**src/rtl/y86_pkg.sv**
```systemverilog
// Shared Y86-64 encodings and the write-back pipeline register layout, used by decode and
// write-back.
package y86_pkg;

  localparam logic [3:0] I_HALT   = 4'h0;
  localparam logic [3:0] I_NOP    = 4'h1;
  localparam logic [3:0] I_RRMOVQ = 4'h2;
  localparam logic [3:0] I_IRMOVQ = 4'h3;
  localparam logic [3:0] I_RMMOVQ = 4'h4;
  localparam logic [3:0] I_MRMOVQ = 4'h5;
  localparam logic [3:0] I_OPQ    = 4'h6;
  localparam logic [3:0] I_JXX    = 4'h7;
  localparam logic [3:0] I_CALL   = 4'h8;
  localparam logic [3:0] I_RET    = 4'h9;
  localparam logic [3:0] I_PUSHQ  = 4'hA;
  localparam logic [3:0] I_POPQ   = 4'hB;

  localparam logic [1:0] STAT_AOK = 2'd0;
  localparam logic [1:0] STAT_HLT = 2'd1;
  localparam logic [1:0] STAT_ADR = 2'd2;
  localparam logic [1:0] STAT_INS = 2'd3;

  localparam logic [3:0] REG_NONE = 4'hF;
  localparam logic [3:0] RSP      = 4'h4;

  localparam int unsigned NUM_REGS = 15;

  typedef struct packed {
    logic [1:0]  stat;
    logic [3:0]  icode;
    logic [63:0] val_e;
    logic [63:0] val_m;
    logic [3:0]  dst_e;
    logic [3:0]  dst_m;
  } w_reg_t;

  localparam w_reg_t W_BUBBLE = '{
    stat:  STAT_AOK,
    icode: I_NOP,
    val_e: 64'd0,
    val_m: 64'd0,
    dst_e: REG_NONE,
    dst_m: REG_NONE
  };

endpackage

```
**src/rtl/y86_regfile.sv**
```systemverilog
// 15 x 64-bit program register file with E and M write ports; M wins when both target one
// register. All registers are exposed flat, index 0 in the low 64 bits.
module y86_regfile
  import y86_pkg::*;
#(
  parameter logic [63:0] RSP_INIT = 64'd0
) (
  input  logic                     clk,
  input  logic                     rst,
  input  logic                     i_we_e,
  input  logic [3:0]               i_dst_e,
  input  logic [63:0]              i_val_e,
  input  logic                     i_we_m,
  input  logic [3:0]               i_dst_m,
  input  logic [63:0]              i_val_m,
  output logic [NUM_REGS*64-1:0]   o_regs
);

  logic [63:0] r_regs [NUM_REGS];

  // Index F never matches any slot, so "no destination" needs no extra gating.
  always_ff @(posedge clk or posedge rst) begin
    if (rst) begin
      for (int i = 0; i < NUM_REGS; i++) begin
        r_regs[i] <= (4'(i) == RSP) ? RSP_INIT : 64'd0;
      end
    end else begin
      for (int i = 0; i < NUM_REGS; i++) begin
        if (i_we_m && (i_dst_m == 4'(i))) begin
          r_regs[i] <= i_val_m;
        end else if (i_we_e && (i_dst_e == 4'(i))) begin
          r_regs[i] <= i_val_e;
        end
      end
    end
  end

  always_comb begin
    o_regs = '0;
    for (int i = 0; i < NUM_REGS; i++) begin
      o_regs[i*64 +: 64] = r_regs[i];
    end
  end

endmodule

```
**src/rtl/writeback_regfile.sv**
```systemverilog
// Y86-64 write-back stage: W pipeline register, register commit, sticky processor status
// and retired-instruction counter.
module writeback_regfile
  import y86_pkg::*;
#(
  parameter logic [63:0] RSP_INIT = 64'd0,
  parameter int unsigned CNT_W    = 32
) (
  input  logic             clk,
  input  logic             rst,
  input  logic             W_stall,
  input  logic             W_bubble,
  input  logic [1:0]       M_stat,
  input  logic [3:0]       M_icode,
  input  logic [63:0]      M_valE,
  input  logic [63:0]      m_valM,
  input  logic [3:0]       M_dstE,
  input  logic [3:0]       M_dstM,
  output logic [1:0]       W_stat,
  output logic [3:0]       W_icode,
  output logic [63:0]      W_valE,
  output logic [63:0]      W_valM,
  output logic [3:0]       W_dstE,
  output logic [3:0]       W_dstM,
  output logic [63:0]      rax,
  output logic [63:0]      rcx,
  output logic [63:0]      rdx,
  output logic [63:0]      rbx,
  output logic [63:0]      rsp,
  output logic [63:0]      rbp,
  output logic [63:0]      rsi,
  output logic [63:0]      rdi,
  output logic [63:0]      r8,
  output logic [63:0]      r9,
  output logic [63:0]      r10,
  output logic [63:0]      r11,
  output logic [63:0]      r12,
  output logic [63:0]      r13,
  output logic [63:0]      r14,
  output logic [1:0]       proc_stat,
  output logic             halted,
  output logic [CNT_W-1:0] instret
);

  w_reg_t           r_w;
  w_reg_t           w_m_in;
  logic [1:0]       r_proc_stat;
  logic             r_halted;
  logic [CNT_W-1:0] r_instret;
  logic             w_commit;
  logic             w_retire;
  logic [NUM_REGS*64-1:0] w_regs;

  assign w_m_in = '{
    stat:  M_stat,
    icode: M_icode,
    val_e: M_valE,
    val_m: m_valM,
    dst_e: M_dstE,
    dst_m: M_dstM
  };

  always_ff @(posedge clk or posedge rst) begin
    if (rst) begin
      r_w <= W_BUBBLE;
    end else if (!W_stall) begin
      r_w <= W_bubble ? W_BUBBLE : w_m_in;
    end
  end

  // Commit and retirement look at the W contents present before this edge's update.
  assign w_commit = (r_proc_stat == STAT_AOK) && (r_w.stat == STAT_AOK);
  assign w_retire = w_commit && (r_w.icode != I_NOP) && !W_stall;

  always_ff @(posedge clk or posedge rst) begin
    if (rst) begin
      r_proc_stat <= STAT_AOK;
      r_halted    <= 1'b0;
      r_instret   <= '0;
    end else begin
      if ((r_proc_stat == STAT_AOK) && (r_w.stat != STAT_AOK)) begin
        r_proc_stat <= r_w.stat;
        r_halted    <= 1'b1;
      end
      if (w_retire) begin
        r_instret <= r_instret + CNT_W'(1);
      end
    end
  end

  y86_regfile #(
    .RSP_INIT (RSP_INIT)
  ) u_regfile (
    .clk     (clk),
    .rst     (rst),
    .i_we_e  (w_commit && (r_w.dst_e != REG_NONE)),
    .i_dst_e (r_w.dst_e),
    .i_val_e (r_w.val_e),
    .i_we_m  (w_commit && (r_w.dst_m != REG_NONE)),
    .i_dst_m (r_w.dst_m),
    .i_val_m (r_w.val_m),
    .o_regs  (w_regs)
  );

  assign W_stat    = r_w.stat;
  assign W_icode   = r_w.icode;
  assign W_valE    = r_w.val_e;
  assign W_valM    = r_w.val_m;
  assign W_dstE    = r_w.dst_e;
  assign W_dstM    = r_w.dst_m;
  assign proc_stat = r_proc_stat;
  assign halted    = r_halted;
  assign instret   = r_instret;

  assign rax = w_regs[0*64  +: 64];
  assign rcx = w_regs[1*64  +: 64];
  assign rdx = w_regs[2*64  +: 64];
  assign rbx = w_regs[3*64  +: 64];
  assign rsp = w_regs[4*64  +: 64];
  assign rbp = w_regs[5*64  +: 64];
  assign rsi = w_regs[6*64  +: 64];
  assign rdi = w_regs[7*64  +: 64];
  assign r8  = w_regs[8*64  +: 64];
  assign r9  = w_regs[9*64  +: 64];
  assign r10 = w_regs[10*64 +: 64];
  assign r11 = w_regs[11*64 +: 64];
  assign r12 = w_regs[12*64 +: 64];
  assign r13 = w_regs[13*64 +: 64];
  assign r14 = w_regs[14*64 +: 64];

endmodule

```
**config.mk**
```make
export PLATFORM = sky130hd
export DESIGN_NAME = writeback_regfile
export DESIGN_NICKNAME = d
export VERILOG_FILES = /design/src/rtl/y86_pkg.sv /design/src/rtl/y86_regfile.sv /design/src/rtl/writeback_regfile.sv
export SDC_FILE = /design/constraint.sdc
export NUM_CORES = 2
export LEC_CHECK = 0
export CAP_MARGIN = 0
export CORE_AREA = 2 2 498 500
export DETAILED_ROUTE_END_ITERATION = 12
export DIE_AREA = 0 0 500 502
export PLACE_DENSITY = 0.42
export SETUP_SLACK_MARGIN = 0.5
export SLEW_MARGIN = 30
export SYNTH_ARGS = -nofsm -noshare
export SYNTH_HDL_FRONTEND = slang
export SYNTH_SLANG_ARGS = --single-unit
```
**constraint.sdc**
```tcl
create_clock -name clk -period 47.8 [get_ports clk]
set_input_delay 4.78 -clock clk [delete_from_list [all_inputs] [get_ports clk]]
set_output_delay 4.78 -clock clk [all_outputs]
set_load 0.02 [all_outputs]
```
* Yosys cells after proc, flatten, opt, wreduce, memory -nomap -nowiden
Cells that the tools add are included.
** Storage, ports and cells
- Flip-flop bits (word level) :: 1137
- Input bits :: 146
** Operators by class
- $add $sub $neg :: 1
- Equality and inequality tests :: 31
- Multiplexer cells :: 31
- Reductions and logical operators :: 57
** Operators by type and width (number)
- 2-to-1 mux 64 bit :: 30
- 2-to-1 mux 142 bit :: 1
- == test 4 bit (second input constant) :: 14
- logical AND 1 bit :: 36
- adder 32 x 1 -> 32 bit (second input constant) :: 1
- == test 4 x 3 -> 1 bit (second input constant) :: 8
- nonzero test 2 bit :: 16
- == test 4 x 2 -> 1 bit (second input constant) :: 4
- == test 4 x 1 -> 1 bit (second input constant) :: 2
- zero test 4 bit :: 2
- != test 4 bit (second input constant) :: 2
- zero test 2 bit :: 2
- != test 4 x 1 -> 1 bit (second input constant) :: 1
- zero test 1 bit :: 1

* Logic depth before layout (Yosys ltp)
- Depth after elaboration :: 6
- Gate-level depth with buffers :: 8
- Mapped depth without buffers :: 5

* By module
From an unflattened synthesis, not the netlist that was laid out.
** Unflattened totals
- Cells, all modules :: 6150
- Area total of the unflattened synthesis :: 55131.6 um2
** By module, submodules not included
- y86_regfile :: times used 1, cells each 5676, area an instance 48587.8 um2
- writeback_regfile :: times used 1, cells each 474, area an instance 6543.8 um2

* Worst setup path before layout
OpenSTA, ideal clock, no wires.
- Path type :: input -> register
- Start :: input W_stall
- End :: register r_instret[28], in the netlist instret[28]
- Setup time :: 0.130 ns
- Data arrival time :: 5.777 ns
- Required time :: 47.670 ns
- Path slack :: 41.893 ns
- Stages :: 3
- Buffers on the path :: 0
- Cell sequence :: nor4_1 -> nand4_1 -> xnor2_1
** On the way
- Word-level cells in the longest chain between the ends :: 2
** RTL lines
- start: declaration :: line writeback_regfile.sv:11 : input logic W_stall,
- zero test 1 bit :: line writeback_regfile.sv:73 : assign w_retire = w_commit && (r_w.icode != I_NOP) && !W_stall;
- logical AND 1 bit :: line writeback_regfile.sv:73
- end signal: assignment :: line writeback_regfile.sv:86 : r_instret <= r_instret + CNT_W'(1);
- end: declaration :: line writeback_regfile.sv:49 : logic [CNT_W-1:0] r_instret;
No other way between the ends.
A chain may end at the register's enable or synchronous reset.

==> results <==
- Of the total power, the share spent switching nets is 37.55%.
- In the final routed layout, each cell accounts on average for 32.04 um.
- The switching power of the nets is 1519 uW.
- The max-cap violation count is 0.
- The gate count of the mapped netlist is 5127.
- STA classifies the critical path endpoint as an asynchronous set/reset pin.
- The final worst clock skew is 0.05106 ns.
- The portion of total power attributed to sequential cells is 35.9%.
- The setup slack on the worst flop-to-flop path is 43.91 ns.
- The sequential cells in the finished layout cover a total of 28490 sq um.
- The power share of the clock group is 28.2%.
- The final setup slack of the worst path is 39.81 ns.
- Final hold analysis gives a worst-case slack of 0.4786 ns.
- The clock tree root buffer cell is sky130_fd_sc_hd__clkbuf_16.
- At the worst endpoint, the arrival time is 8.75 ns.
- Along the worst path, the maximum fanout reaches 109.
- The netlist area before placement is 50450 sq um.
- The run finished with clean final reports.
- The post-route DRC violation count is 0.
- The endpoint with the worst hold slack is instret[31].
- The critical path goes through clkdlybuf4s50_1 -> inv_8 -> buf_6 -> buf_12 -> buf_4 -> buf_4.
- The average instance in the mapped netlist occupies 9.840 sq um.
- The clock tree buffer depth is 3.
- After clock tree synthesis, the flow added hold-fix buffers numbering 0.
- Before CTS, the worst setup slack after placement is 38.50 ns.
- In this run the tool buffered the top-level ports with 1282 buffer cells.
- The combinational power share is 35.9%.
- After synthesis, flip-flops and latches occupy 56.42% of the total area.
- Summed over all failing endpoints, the final setup total negative slack is 0 ns.
- The die is 502 um tall.
- The count of different cell masters after synthesis is 52.
- The number of enable flip-flop cells after synthesis is 0.
- The count of vias placed by the detailed router is 45690.
- Summed over all nets, the half-perimeter wirelength after detailed placement is 204400 um.
- For the worst-skew pair, the clock arrives at the later sink with an insertion delay of 0.82 ns.
- The peak clock frequency supported by timing is 125.2 MHz.
- The maximum number of pins on one net before global-route repair is 120.
- The number of antenna violations at the first check in global routing is 17.
- The clock drives 1137 sinks.
- The number of buffers inserted to repair setup after CTS is 0.
- Setup repair after global routing left no endpoint under its margin.
- The vias per cell is 4.818.
- The post-cts repair resize count is 0.
- The first-pass iteration count of the detailed router is 6.
- Of all flip-flops after synthesis, the portion carrying an async set or reset was 100.0%.
- The residual antenna-violating net count after detailed routing is 0.
- The first global-routing pass estimated 408100 um of wire.
- The maximum vdd drop is 0.02868 mV.
- The area enclosed by the die boundary is 251000 sq um.
- The final-stage net count is 6287.
- The startpoint class of the critical path is an input port.
- The critical path start-end classification is in2async.
- For this design the ratio of total power to cell area is 56.84 nW/um^2.
- Data on the critical path is required at its endpoint by 48.56 ns.
- The worst-margin pin slew is 1.071 ns.
- The remaining max-slew budget at the tightest pin is 28.62%.
- The area growth from synthesis to layout is 41.07%.
- The final setup violation count is 0.
- When the netlist entered floorplanning its net count stood at 5274.
- The area of combinational cells with multiple inputs is 19240 sq um.
- The effective utilization at floorplan is 20.57%.
- For this run, the leading register cell type out of synthesis is sky130_fd_sc_hd__dfrtp_1.
- Counting flops and latches in the post-synthesis netlist gives 1137.
- The number of clock buffers added by TritonCTS is 144.
- The count of endpoints failing hold in the final timing report came to 0.
- The class of the most critical hold timing path is reg2reg.
- For this block, the routed nets add up to 303800 um of wire.
- The startpoint identified for the worst register-to-register timing path is proc_stat[0].
- For this design, the slowest cell found on the critical path is sky130_fd_sc_hd__buf_4.
- The core box area is 245300 sq um.
- The share of final-layout standard cells stronger than drive strength 1 is 7.872%.
- Global routing used 23.41% of the available tracks.
- 1283 I/O pins were placed.
- The die is 500 um wide.
- Measured in cells, the most critical reg-to-reg path has a length of 7.
- The reg-to-reg endpoint is u_regfile.o_regs[906].
- The post-layout minimum cycle time is 7.990 ns.
- The H-tree was split into 4 levels.
- The via count of the first global-routing pass came to 44260.
- The launch point of the worst hold path is instret[31].
- After floorplanning, the core was divided into 182 placement rows.
- In this design, the stage delay of the slowest critical-path cell is 0.77 ns.
- The detailed router's first-iteration violation count is 4104.
- Along the worst hold path, the cell count comes to 1.
- For this run the aggregate overflow at the end of global routing stands at 0.
- Cell internal power was estimated by the tool at 2527 uW.
- The count of fill cells added during filler insertion is 25470.
- The placed standard-cell area is 66240 sq um.
- The final critical path takes up 16.72% of the cycle.
- The count of final max-slew check failures is 0.
- After clock tree synthesis, the clock-pin slew on the worst setup and hold paths is 0.06 ns.
- The most used cell along the critical path is sky130_fd_sc_hd__buf_4.
- The total number of yosys warnings is 0.
- At the end of routability-driven placement, the weighted congestion stood at 0.8138.
- The finished cells cover 71170 sq um.
- The core occupancy in the finished layout is 29.02%.
- The leakage dissipation is 0.03316 uW.
- TritonCTS built the clock tree.
==> synth_stat cells (4+ instances only) <==
library cell / instances / share of area [%]
sky130_fd_sc_hd__dfrtp_1: 1128 / 56
sky130_fd_sc_hd__nand2_1: 1040 / 7.7
sky130_fd_sc_hd__nor2_1: 596 / 4.4
sky130_fd_sc_hd__clkbuf_1: 328 / 2.4
sky130_fd_sc_hd__a21oi_1: 321 / 3.2
sky130_fd_sc_hd__mux2i_1: 320 / 6.3
sky130_fd_sc_hd__a31oi_1: 256 / 3.2
sky130_fd_sc_hd__a22oi_1: 226 / 3.4
sky130_fd_sc_hd__a22o_1: 132 / 2.3
sky130_fd_sc_hd__buf_2: 116 / 1.2
sky130_fd_sc_hd__buf_1: 81 / 0.60
sky130_fd_sc_hd__o21ai_0: 74 / 0.73
sky130_fd_sc_hd__and3_1: 73 / 0.91
sky130_fd_sc_hd__inv_1: 70 / 0.52
sky130_fd_sc_hd__a221o_1: 64 / 1.3
sky130_fd_sc_hd__a32oi_1: 64 / 1.1
sky130_fd_sc_hd__buf_6: 56 / 1.2
sky130_fd_sc_hd__a22oi_2: 30 / 0.74
sky130_fd_sc_hd__xnor2_1: 29 / 0.50
sky130_fd_sc_hd__nand4_1: 25 / 0.31
sky130_fd_sc_hd__nand3_1: 23 / 0.23
sky130_fd_sc_hd__dfstp_2: 9 / 0.47
sky130_fd_sc_hd__nor2b_1: 6 / 0.074
sky130_fd_sc_hd__nor4_4: 6 / 0.25
sky130_fd_sc_hd__and2_1: 5 / 0.062
sky130_fd_sc_hd__nand4b_1: 5 / 0.087
sky130_fd_sc_hd__and4b_1: 4 / 0.079
sky130_fd_sc_hd__nor4_1: 4 / 0.050
==> worst max-delay path: cells and delay by family <==
kind / cells / cell delay [ns]
buffers and inverters: 6 / 3.62
==> flip-flops by register name, summed over array words and instances (netlist names) <==
name / count
u_regfile.o_regs: 960
W_valE: 64
W_valM: 64
instret: 32
W_dstE: 4
W_dstM: 4
W_icode: 4
W_stat: 2
proc_stat: 2
halted: 1
==> power groups by stage <==
stage | clock network [uW] | registers, uW | logic [uW]
global route | 1210 | 1480 | 1530
floorplan | 0 | 1720 | 319
CTS | 1170 | 1450 | 1460
finish | 1140 | 1450 | 1450
detailed placement | 0 | 1460 | 1450
global placement | 0 | 1450 | 1450
==> cell families after synthesis <==
logic type      count (synthesis)  share of synthesized area, %
mux                           321                         6.371
xor+xnor                       31                        0.5382
compound gates               1175                         16.06
flops                        1137                         56.42
buf+inv                       653                         5.994
fa+ha+maj                       1                       0.02480
simple gates                 1809                         14.60
==> how the worst max path moves through the flow <==
stage          start                    end  slack (ns)  cells after the start
2_1_floorplan    rst             W_icode[1]       11.01                      1
3_5_place_dp     rst  u_regfile.o_regs[592]       38.50                      6
6_report         rst             W_valM[22]       39.81                      6
5_1_grt          rst             W_valM[22]       39.29                      6
3_3_place_gp     rst  u_regfile.o_regs[459]       38.51                      6
4_1_cts          rst  u_regfile.o_regs[332]       39.41                      6
==> final cells by class <==
class / instances / area share [%]
Clock buffer: 220 / 6.060
Antenna cell: 13 / 0.04571
Timing Repair Buffer: 1450 / 20.01
Inverter: 70 / 0.3797
Multi-Input combinational cell: 3337 / 27.04
Tap cell: 3220 / 5.661
Sequential cell: 1137 / 40.02
Clock inverter: 36 / 0.7823
==> placed cells by master, fill, tap and decap left out, types with 74 or more instances in the layout <==
master	count
sky130_fd_sc_hd__clkbuf_16	147
sky130_fd_sc_hd__a21oi_1	321
sky130_fd_sc_hd__mux2i_1	320
sky130_fd_sc_hd__nor2_1	593
sky130_fd_sc_hd__dfrtp_1	1109
sky130_fd_sc_hd__clkdlybuf4s50_1	1281
sky130_fd_sc_hd__a22oi_1	226
sky130_fd_sc_hd__buf_4	151
sky130_fd_sc_hd__nand2_1	1040
sky130_fd_sc_hd__a31oi_1	256
sky130_fd_sc_hd__a22o_1	132
sky130_fd_sc_hd__o21ai_0	74
==> metal layers <==
metal,GRT usage (%),routed length (um),up-vias
met5,0,0,-
met4,7.230,9875,0
met3,7.593,28020,333
met2,38.51,142700,2211
met1,28.96,123200,23420
li1,-,-,19720
==> stage by stage <==
step | cells | total power (uW)
after floorplan | 5127 | 2039
after global placement | 9208 | 2903
after detailed placement | 9213 | 2915
after CTS | 9469 | 4077
after global routing | 9473 | 4213
final | 9483 | 4045
No activity file was read; power rests on OpenSTA's default activity.
